--- src/rtl/clk_switch_ctrl_pkg.sv ---
// Shared encodings for the clock-switch sequencer: FSM states and response codes.
// Imported by the sequencer top and its timer.
package clk_switch_ctrl_pkg;

    typedef logic [1:0] state_t;
    typedef logic [1:0] err_t;

    localparam state_t ST_IDLE  = 2'd0;
    localparam state_t ST_DESEL = 2'd1;
    localparam state_t ST_SEL   = 2'd2;
    localparam state_t ST_RESP  = 2'd3;

    localparam err_t ERR_OK      = 2'd0;
    localparam err_t ERR_BAD_IDX = 2'd1;
    localparam err_t ERR_DEAD    = 2'd2;
    localparam err_t ERR_LOST    = 2'd3;

    // Width needed to hold the larger of the two phase lengths.
    function automatic int timer_width(input int off_cycles, input int on_cycles);
        int m;
        m = (off_cycles > on_cycles) ? off_cycles : on_cycles;
        return $clog2(m + 1);
    endfunction

endpackage

--- src/rtl/clk_switch_timer.sv ---
// Loadable down-counter shared by the DESEL and SEL phases.
// expire is high while the count sits at 1, i.e. on the last cycle of a phase.
module clk_switch_timer
    import clk_switch_ctrl_pkg::*;
#(
    parameter int W = 4
) (
    input  logic         clk,
    input  logic         rst_n,
    input  logic         load,
    input  logic [W-1:0] value,
    output logic         expire
);

    logic [W-1:0] count_r;

    // Count register: load wins, otherwise count down and park at zero.
    always_ff @(posedge clk or negedge rst_n) begin
        if (!rst_n) begin
            count_r <= {W{1'b0}};
        end else if (load) begin
            count_r <= value;
        end else if (count_r != {W{1'b0}}) begin
            count_r <= count_r - {{(W-1){1'b0}}, 1'b1};
        end else begin
            count_r <= count_r;
        end
    end

    assign expire = (count_r == {{(W-1){1'b0}}, 1'b1});

endmodule

--- src/rtl/clk_switch_ctrl.sv ---
// Clock-switch sequencer driving the one-hot select of a glitch-free clock mux.
// Sequence: deselect-all, drain, select target, settle; reverts if the target dies while settling.
module clk_switch_ctrl
    import clk_switch_ctrl_pkg::*;
#(
    parameter int NUM_CLK     = 4,
    parameter int DEFAULT_IDX = 0,
    parameter int OFF_CYCLES  = 4,
    parameter int ON_CYCLES   = 8
) (
    input  logic                       clk,
    input  logic                       rst_n,
    input  logic                       req_valid,
    output logic                       req_ready,
    input  logic [$clog2(NUM_CLK)-1:0] req_idx,
    input  logic [NUM_CLK-1:0]         clk_alive,
    output logic                       rsp_valid,
    output logic [1:0]                 rsp_err,
    output logic [NUM_CLK-1:0]         clk_sel,
    output logic [$clog2(NUM_CLK)-1:0] cur_idx,
    output logic                       busy
);

    localparam int IDX_W = $clog2(NUM_CLK);
    localparam int TMR_W = timer_width(OFF_CYCLES, ON_CYCLES);
    localparam logic [IDX_W-1:0] RST_IDX = IDX_W'(DEFAULT_IDX);
    localparam logic [TMR_W-1:0] OFF_LOAD = TMR_W'(OFF_CYCLES);
    localparam logic [TMR_W-1:0] ON_LOAD  = TMR_W'(ON_CYCLES);

    function automatic logic [NUM_CLK-1:0] onehot(input logic [IDX_W-1:0] idx);
        logic [NUM_CLK-1:0] code;
        code = {NUM_CLK{1'b0}};
        code[idx] = 1'b1;
        return code;
    endfunction

    state_t               state_r, state_s;
    logic [IDX_W-1:0]     tgt_r, tgt_s;
    logic [IDX_W-1:0]     prev_r, prev_s;
    logic                 lost_r, lost_s;
    logic [IDX_W-1:0]     cur_idx_r, cur_idx_s;
    logic [NUM_CLK-1:0]   clk_sel_r, clk_sel_s;
    logic                 rsp_valid_r, rsp_valid_s;
    err_t                 rsp_err_r, rsp_err_s;

    logic                 bad_idx_s;
    logic                 req_alive_s;
    logic                 tmr_load_s;
    logic [TMR_W-1:0]     tmr_value_s;
    logic                 tmr_expire_s;

    clk_switch_timer #(
        .W (TMR_W)
    ) u_timer (
        .clk    (clk),
        .rst_n  (rst_n),
        .load   (tmr_load_s),
        .value  (tmr_value_s),
        .expire (tmr_expire_s)
    );

    // Out-of-range indices must never reach the clk_alive lookup.
    always_comb begin
        bad_idx_s   = (int'(req_idx) >= NUM_CLK);
        req_alive_s = 1'b0;
        if (bad_idx_s) begin
            req_alive_s = 1'b0;
        end else begin
            req_alive_s = clk_alive[req_idx];
        end
    end

    // Sequencer next-state: request checks, phase timing and lost-clock revert.
    always_comb begin
        state_s     = state_r;
        tgt_s       = tgt_r;
        prev_s      = prev_r;
        lost_s      = lost_r;
        cur_idx_s   = cur_idx_r;
        clk_sel_s   = clk_sel_r;
        rsp_valid_s = 1'b0;
        rsp_err_s   = rsp_err_r;
        tmr_load_s  = 1'b0;
        tmr_value_s = OFF_LOAD;

        case (state_r)
            ST_IDLE: begin
                if (!req_valid) begin
                    state_s = ST_IDLE;
                end else if (bad_idx_s) begin
                    state_s     = ST_RESP;
                    rsp_valid_s = 1'b1;
                    rsp_err_s   = ERR_BAD_IDX;
                end else if (!req_alive_s) begin
                    state_s     = ST_RESP;
                    rsp_valid_s = 1'b1;
                    rsp_err_s   = ERR_DEAD;
                end else if (req_idx == cur_idx_r) begin
                    state_s     = ST_RESP;
                    rsp_valid_s = 1'b1;
                    rsp_err_s   = ERR_OK;
                end else begin
                    state_s     = ST_DESEL;
                    tgt_s       = req_idx;
                    prev_s      = cur_idx_r;
                    lost_s      = 1'b0;
                    clk_sel_s   = {NUM_CLK{1'b0}};
                    tmr_load_s  = 1'b1;
                    tmr_value_s = OFF_LOAD;
                end
            end
            ST_DESEL: begin
                if (tmr_expire_s) begin
                    state_s     = ST_SEL;
                    clk_sel_s   = onehot(tgt_r);
                    tmr_load_s  = 1'b1;
                    tmr_value_s = ON_LOAD;
                end else begin
                    clk_sel_s = {NUM_CLK{1'b0}};
                end
            end
            ST_SEL: begin
                // A dying target takes precedence over settling, even on the last cycle.
                if (!lost_r && !clk_alive[tgt_r]) begin
                    state_s     = ST_DESEL;
                    tgt_s       = prev_r;
                    lost_s      = 1'b1;
                    clk_sel_s   = {NUM_CLK{1'b0}};
                    tmr_load_s  = 1'b1;
                    tmr_value_s = OFF_LOAD;
                end else if (tmr_expire_s) begin
                    state_s     = ST_RESP;
                    cur_idx_s   = tgt_r;
                    rsp_valid_s = 1'b1;
                    rsp_err_s   = lost_r ? ERR_LOST : ERR_OK;
                end else begin
                    state_s = ST_SEL;
                end
            end
            ST_RESP: begin
                state_s = ST_IDLE;
            end
            default: begin
                state_s   = ST_IDLE;
                clk_sel_s = onehot(cur_idx_r);
            end
        endcase
    end

    // Sequencer state and registered outputs.
    always_ff @(posedge clk or negedge rst_n) begin
        if (!rst_n) begin
            state_r     <= ST_IDLE;
            tgt_r       <= RST_IDX;
            prev_r      <= RST_IDX;
            lost_r      <= 1'b0;
            cur_idx_r   <= RST_IDX;
            clk_sel_r   <= onehot(RST_IDX);
            rsp_valid_r <= 1'b0;
            rsp_err_r   <= ERR_OK;
        end else begin
            state_r     <= state_s;
            tgt_r       <= tgt_s;
            prev_r      <= prev_s;
            lost_r      <= lost_s;
            cur_idx_r   <= cur_idx_s;
            clk_sel_r   <= clk_sel_s;
            rsp_valid_r <= rsp_valid_s;
            rsp_err_r   <= rsp_err_s;
        end
    end

    assign req_ready = (state_r == ST_IDLE);
    assign busy      = (state_r != ST_IDLE);
    assign rsp_valid = rsp_valid_r;
    assign rsp_err   = rsp_err_r;
    assign clk_sel   = clk_sel_r;
    assign cur_idx   = cur_idx_r;

endmodule

--- config.mk ---
export PLATFORM = sky130hd
export DESIGN_NAME = clk_switch_ctrl
export DESIGN_NICKNAME = d
export VERILOG_FILES = /design/src/rtl/clk_switch_ctrl_pkg.sv /design/src/rtl/clk_switch_timer.sv /design/src/rtl/clk_switch_ctrl.sv
export SDC_FILE = /design/constraint.sdc
export NUM_CORES = 1
export LEC_CHECK = 0
export ABC_AREA = 1
export ABC_CLOCK_PERIOD_IN_PS = 1470
export CORE_ASPECT_RATIO = 0.6
export CORE_UTILIZATION = 28
export CTS_CLUSTER_DIAMETER = 80
export DETAILED_ROUTE_END_ITERATION = 6
export GPL_TIMING_DRIVEN = 0
export SETUP_SLACK_MARGIN = 0.5
export SLEW_MARGIN = 20
export SYNTH_ARGS = -nofsm -noshare
export SYNTH_HDL_FRONTEND = slang
export SYNTH_SLANG_ARGS = --single-unit
--- constraint.sdc ---
create_clock -name clk -period 1.47 [get_ports clk]
set_input_delay 0.294 -clock clk [delete_from_list [all_inputs] [get_ports clk]]
set_output_delay 0.294 -clock clk [all_outputs]
set_load 0.1 [all_outputs]
Word level (Yosys, flattened, before mapping)
Cells that the tools add are included.
{ "op_classes": {"n_reduce_logical": 15, "bitwise": 2, "mux": 51, "n_addsub": 1, "n_lt_le_gt_ge": 3, "eq_ne": 13} }
{ "op_table": {"columns": ["op", "count"], "rows": [
  ["4-bit two-way mux", 9],
  ["2-bit two-way mux", 15],
  ["1-bit two-way mux", 17],
  ["5-bit AND reduction", 3],
  ["2-bit != test, second input constant", 6],
  ["4-bit case mux with 3 select lines", 1],
  ["2-bit case mux with 2 select lines", 2],
  ["2-bit case mux with 4 select lines", 1],
  ["2-bit by 3-bit less-than comparator with 1-bit output, second input constant", 2],
  ["2-bit nonzero test", 3],
  ["1-bit binary-select mux with 2-bit select", 2],
  ["2-bit equality test, second input constant", 2],
  ["4-bit by 1-bit equality test with 1-bit output, second input constant", 1],
  ["1-bit case mux with 2 select lines", 2],
  ["4-bit AND reduction", 1],
  ["4-bit nonzero test", 1],
  ["4-bit by 1-bit subtractor with 4-bit output, second input constant", 1],
  ["3-bit by 2-bit != test with 1-bit output, second input constant", 1],
  ["1-bit case mux with 3 select lines", 1],
  ["3-bit AND reduction", 1],
  ["3-bit nonzero test", 1],
  ["1-bit demux with 2-bit select", 1],
  ["2-bit by 1-bit equality test with 1-bit output, second input constant", 1],
  ["2-bit equality test", 1],
  ["other kinds (6)", 9]
]} }
{ "totals": {"regBits": 20, "inputBits": 9, "elab_cells": 94, "output_inout_bits": 11} }

Longest topological paths before layout
{ "logic_depth": {"depth_word": 7, "depth_mapped": 10, "depth_no_buf": 10} }

Modules after synthesis
A second synthesis with hierarchy kept.
{ "unflattened": {"cells_unflattened": 162, "hier_area_um2": 1226.2} }
{ "modules_own_cells": {"columns": ["module", "instances", "seq_area_each_um2", "area_per_inst_um2", "cells_each"], "rows": [
  ["clk_switch_ctrl", 1, 401.6, 934.6, 125],
  ["clk_switch_timer", 1, 100.1, 291.5, 37]
]} }

Worst setup path before layout
No wires, ideal clock.
{ "synth_timing": {"kind": "register to register", "from": "reg state_r[0]", "to": "reg rsp_err_r[0] (netlist: rsp_err[0])", "path_slack_ns": -0.560, "path_buffers": 0, "path_stages_with_launch": 7, "required_ns": 1.349, "arrival_ns": 1.910, "setup_ns": 0.121, "synth_period_minus_slack_ns": 2.030, "cell_sequence": "dfrtp_1 -> nor2_4 -> inv_2 -> nor2_1 -> nand2_1 -> nand3_1 -> nand2_1"} }
{ "synth_via": {"elab_chain_len": 3, "word_cells_on_any_way": 9, "classes_between": "eq/ne (5); mux (1); reduce/logical (3)"} }
{ "synth_rtl": {"columns": ["item", "line_no", "source"], "rows": [
  ["start: declaration", "clk_switch_ctrl.sv:37", "state_t state_r, state_s;"],
  ["start signal: assignment", "clk_switch_ctrl.sv:162", "state_r <= state_s;"],
  ["2-bit logical NOT *", null, null],
  ["net req_ready", "clk_switch_ctrl.sv:14", "output logic req_ready,"],
  ["3-bit by 2-bit != test with 1-bit output (no source line) (tied with other cells)", null, null],
  ["5-bit AND reduction (no source line)", null, null],
  ["end signal: assignment", "clk_switch_ctrl.sv:169", "rsp_err_r <= rsp_err_s;"],
  ["end: declaration", "clk_switch_ctrl.sv:44", "err_t rsp_err_r, rsp_err_s;"]
]} }
The timed path passes the listed nets; every way through them passes the cells marked *.
A chain may end at the register's enable or synchronous reset.

Worst setup path after layout
{ "layout_timing": {"from": "reg state_r[0]", "to": "out req_ready"} }
{ "layout_via": {"elab_chain_len": 1} }
{ "layout_rtl": {"columns": ["item", "line_no", "source"], "rows": [
  ["2-bit logical NOT", "clk_switch_ctrl.sv:173", "assign req_ready = (state_r == ST_IDLE);"],
  ["end: declaration", "clk_switch_ctrl.sv:14", null]
]} }
No other way between the ends.

==> impl_metrics.py <==
metrics = {
    "cts": {
        "numCtsBuffers": 3,
        "clock_tree.root_cell": "clkbuf_8",
        "clk_latency_ns": 0.26,
        "clock-sinks": 20,
        "cts_tree": "done",
        "clk_path_buf_depth": 2,
        "path_clk_slew_ns": 0.08,
        "hold_buffers": 0,
        "h-tree-depth": 1,
    },
    "placement": {
        "postPlaceCellArea_um2": 1450,
        "portBuffers": 19,
        "gp_congestion": 0.886,
        "hpwl_um": 2060,
    },
    "detailed_routing": {
        "drc": 0,
        "first_iter_violations": 59,
        "vias": 1139,
        "vias_per_cell": 4.77,
        "drtAntennaViolNets": 0,
        "drtPass1Iterations": 6,
        "finalWirelength_um": 3160,
        "wire_per_inst_um": 13.2,
    },
    "grt": {
        "grt_pass1_wl_um": 5170,
        "grt_max_degree": 21,
        "grt-ovfl-total": 0,
        "track_usage_pct": 15.5,
        "antenna_found_initial": 0,
        "grt_pass1_vias": 1124,
    },
    "synth": {
        "ys_seq_elements": 20,
        "synth.avg_cell_area_um2": 7.86,
        "synth_area_um2": 1160,
        "asyncSetResetFlopFracSynth_pct": 100,
        "synth_edf_count": 0,
        "yosys-top-cells-area": "dfrtp_1 41%, nand2_1 16%, nand3_1 5.6%, inv_1 5.2%, nand3_2 3.5%",
        "synth_commonest_cells": "48 x nand2_1, 19 x dfrtp_1, 16 x inv_1, 13 x nand3_1, 9 x nor2_1",
        "yosysWarnings": 0,
        "synth_cell_types": 23,
        "synth_seq_area_share_pct": 43.4,
        "syn_inst": 147,
        "synth_nets": 159,
        "synth_top_area_cell": "dfrtp_1",
        "synth-main-ff-cell": "dfrtp_1",
        "synth_top_area_share_pct": 41.1,
        "synth_most_common_cell": "nand2_1",
    },
    "layout": {
        "multiInputGateArea_um2": 718,
        "syn2layout_area_growth_pct": 66.2,
        "n_antenna_cell": 0,
        "drive_gt1_share_pct": 50.5,
        "final_cell_area_um2": 1920,
        "seqCellArea_um2": 519,
        "fill_cells": 353,
        "final_nets": 205,
    },
    "setup_path": {
        "cp-start-kind": "flop",
        "crit_arrival_ns": 1.13,
        "cp_max_fo": 3,
        "crit_path_end_kind": "output pin",
        "path_class": "reg -> out",
        "cp_data_required_time_ns": 1.18,
    },
    "flow_run": {
        "cap_violations": 0,
    },
    "timing": {
        "relSlewSlack_pct": 63.2,
        "max_freq_ghz": 0.703,
        "hold_viol": 0,
        "slew_violations": 0,
        "period_needed_ns": 1.42,
        "rsz0062_at_grt": "yes",
        "skew_ns": 0.00688,
        "worst_pin_slew_ns": 0.552,
        "finalCritPeriodShare_pct": 96.8,
        "final-setup-viol-count": 0,
    },
    "floorplanning": {
        "core_region_area_um2": 3810,
        "die_x_um": 85.0,
        "io_pins": 20,
        "chipHeight_um": 51.8,
        "rows": 17,
        "start_util_pct": 30.4,
        "die-area_um2": 4400,
    },
    "run_status": {
        "status": "finished clean",
    },
    "pwr": {
        "p_leak_nw": 0.940,
        "power_density_nw_per_um2": 2510,
        "peakVddDrop_mv": 0.778,
        "report.power.total_mw": 4.82,
    },
    "min_path": {
        "hold_class": "in -> async",
    },
}
==> metrics by stage <==
| stage | setup TNS, ns | std cells | hold slack (ns) | worst slack [ns] | util (%) |
|---|---|---|---|---|---|
| 3_5_place_dp | -10.16 | 213 | 0.459 | -0.656 | 38.2 |
| 2_1_floorplan | -3.15 | 147 | -0.00159 | -0.293 | - |
| 3_3_place_gp | -8.90 | 213 | 0.457 | -0.647 | 38.2 |
| 6_report | 0 | 239 | 0.101 | 0.0471 | 50.5 |
| 4_1_cts | 0 | 233 | 0.112 | 0.0514 | 47.6 |
| 5_1_grt | 0 | 239 | 0.129 | 0.00412 | 50.5 |
==> logic make-up (layout without fill, tap and decap cells) <==
logic type / Yosys count / in the layout / synth area share, %
AOI/OAI and AO/OA: 15 / 15 / 6.82
adders and majority gates: 3 / 3 / 3.25
buffers and inverters: 21 / 66 / 6.82
and+or+nand+nor: 85 / 85 / 37.4
xor gates and xnor gates: 3 / 3 / 2.27
DFF: 20 / 20 / 43.4
==> flip-flops by register name, summed over array words and instances (netlist names) <==
name             cells
cur_idx              2
rsp_valid            1
state_r              2
u_timer.count_r      4
lost_r               1
tgt_r                2
prev_r               2
rsp_err              2
clk_sel              4
==> worst paths after layout <==
check / depth (start not counted) / slack [ns] / startpoint / to
setup / recovery: 2 / 0.05 / state_r[0] / req_ready
hold / removal: 1 / 0.10 / rst_n / u_timer.count_r[1]
setup reg to reg: 9 / 0.08 / cur_idx[0] / clk_sel[3]
hold reg to reg: 2 / 0.50 / lost_r / lost_r
max in group asynchronous: 1 / 0.97 / rst_n / tgt_r[0]
min in group clk: 2 / 0.50 / lost_r / lost_r
==> placed cells by master, fill, tap and decap left out, types with 2 or more instances in the layout <==
cell            n
buf_6           6
nand2_2         9
dfrtp_1         8
nand2_4         7
nand3_2         3
o21ai_2         4
dlygate4sd2_1   6
ha_1            3
clkbuf_8        4
buf_12         11
inv_2           7
a21oi_1         4
xor2_1          2
dfrtp_2        11
nor2_4          5
nor2_2          2
buf_4          16
inv_1          12
nand2_1        36
o21ai_1         4
nand3_1        11
a21oi_2         2
nand3_4         4
nor2_1          5
==> critical path, cell delays in order (launching register included) <==
cell	delay, ns
dfrtp_2	0.43
nor2_4	0.23
buf_12	0.21
==> layer usage <==
metal | vias up | track usage [%] | wire, um
met5 | - | 0 | 0
met4 | 0 | 4.52 | 22
met3 | 4 | 3.65 | 165
met2 | 30 | 25.4 | 1470
met1 | 553 | 20.6 | 1500
li1 | 552 | - | -
==> timing repair <==
item,in CTS,in global routing
pin swaps,24,11
setup buffers,16,6
endpoints found under the hold margin,0,0
gates resized for setup,131,20
endpoints found under the setup margin,51,31
==> area by class of cell <==
type,instances,share of cell area (%)
multi-input combinational,106,37.4
sequential,20,27.0
timing repair buffer,41,25.1
inverter,21,4.62
tap,47,3.06
clock buffer,4,2.86
==> where the power goes <==
group          switching (mW)  leakage [nW]  total, mW  internal [mW]
combinational            2.00         0.669       3.33           1.33
clock                   0.188        0.0288      0.427          0.239
sequential              0.258         0.242       1.06          0.807
total                    2.45         0.940       4.82           2.37
Power figures use the tool's default switching activity.
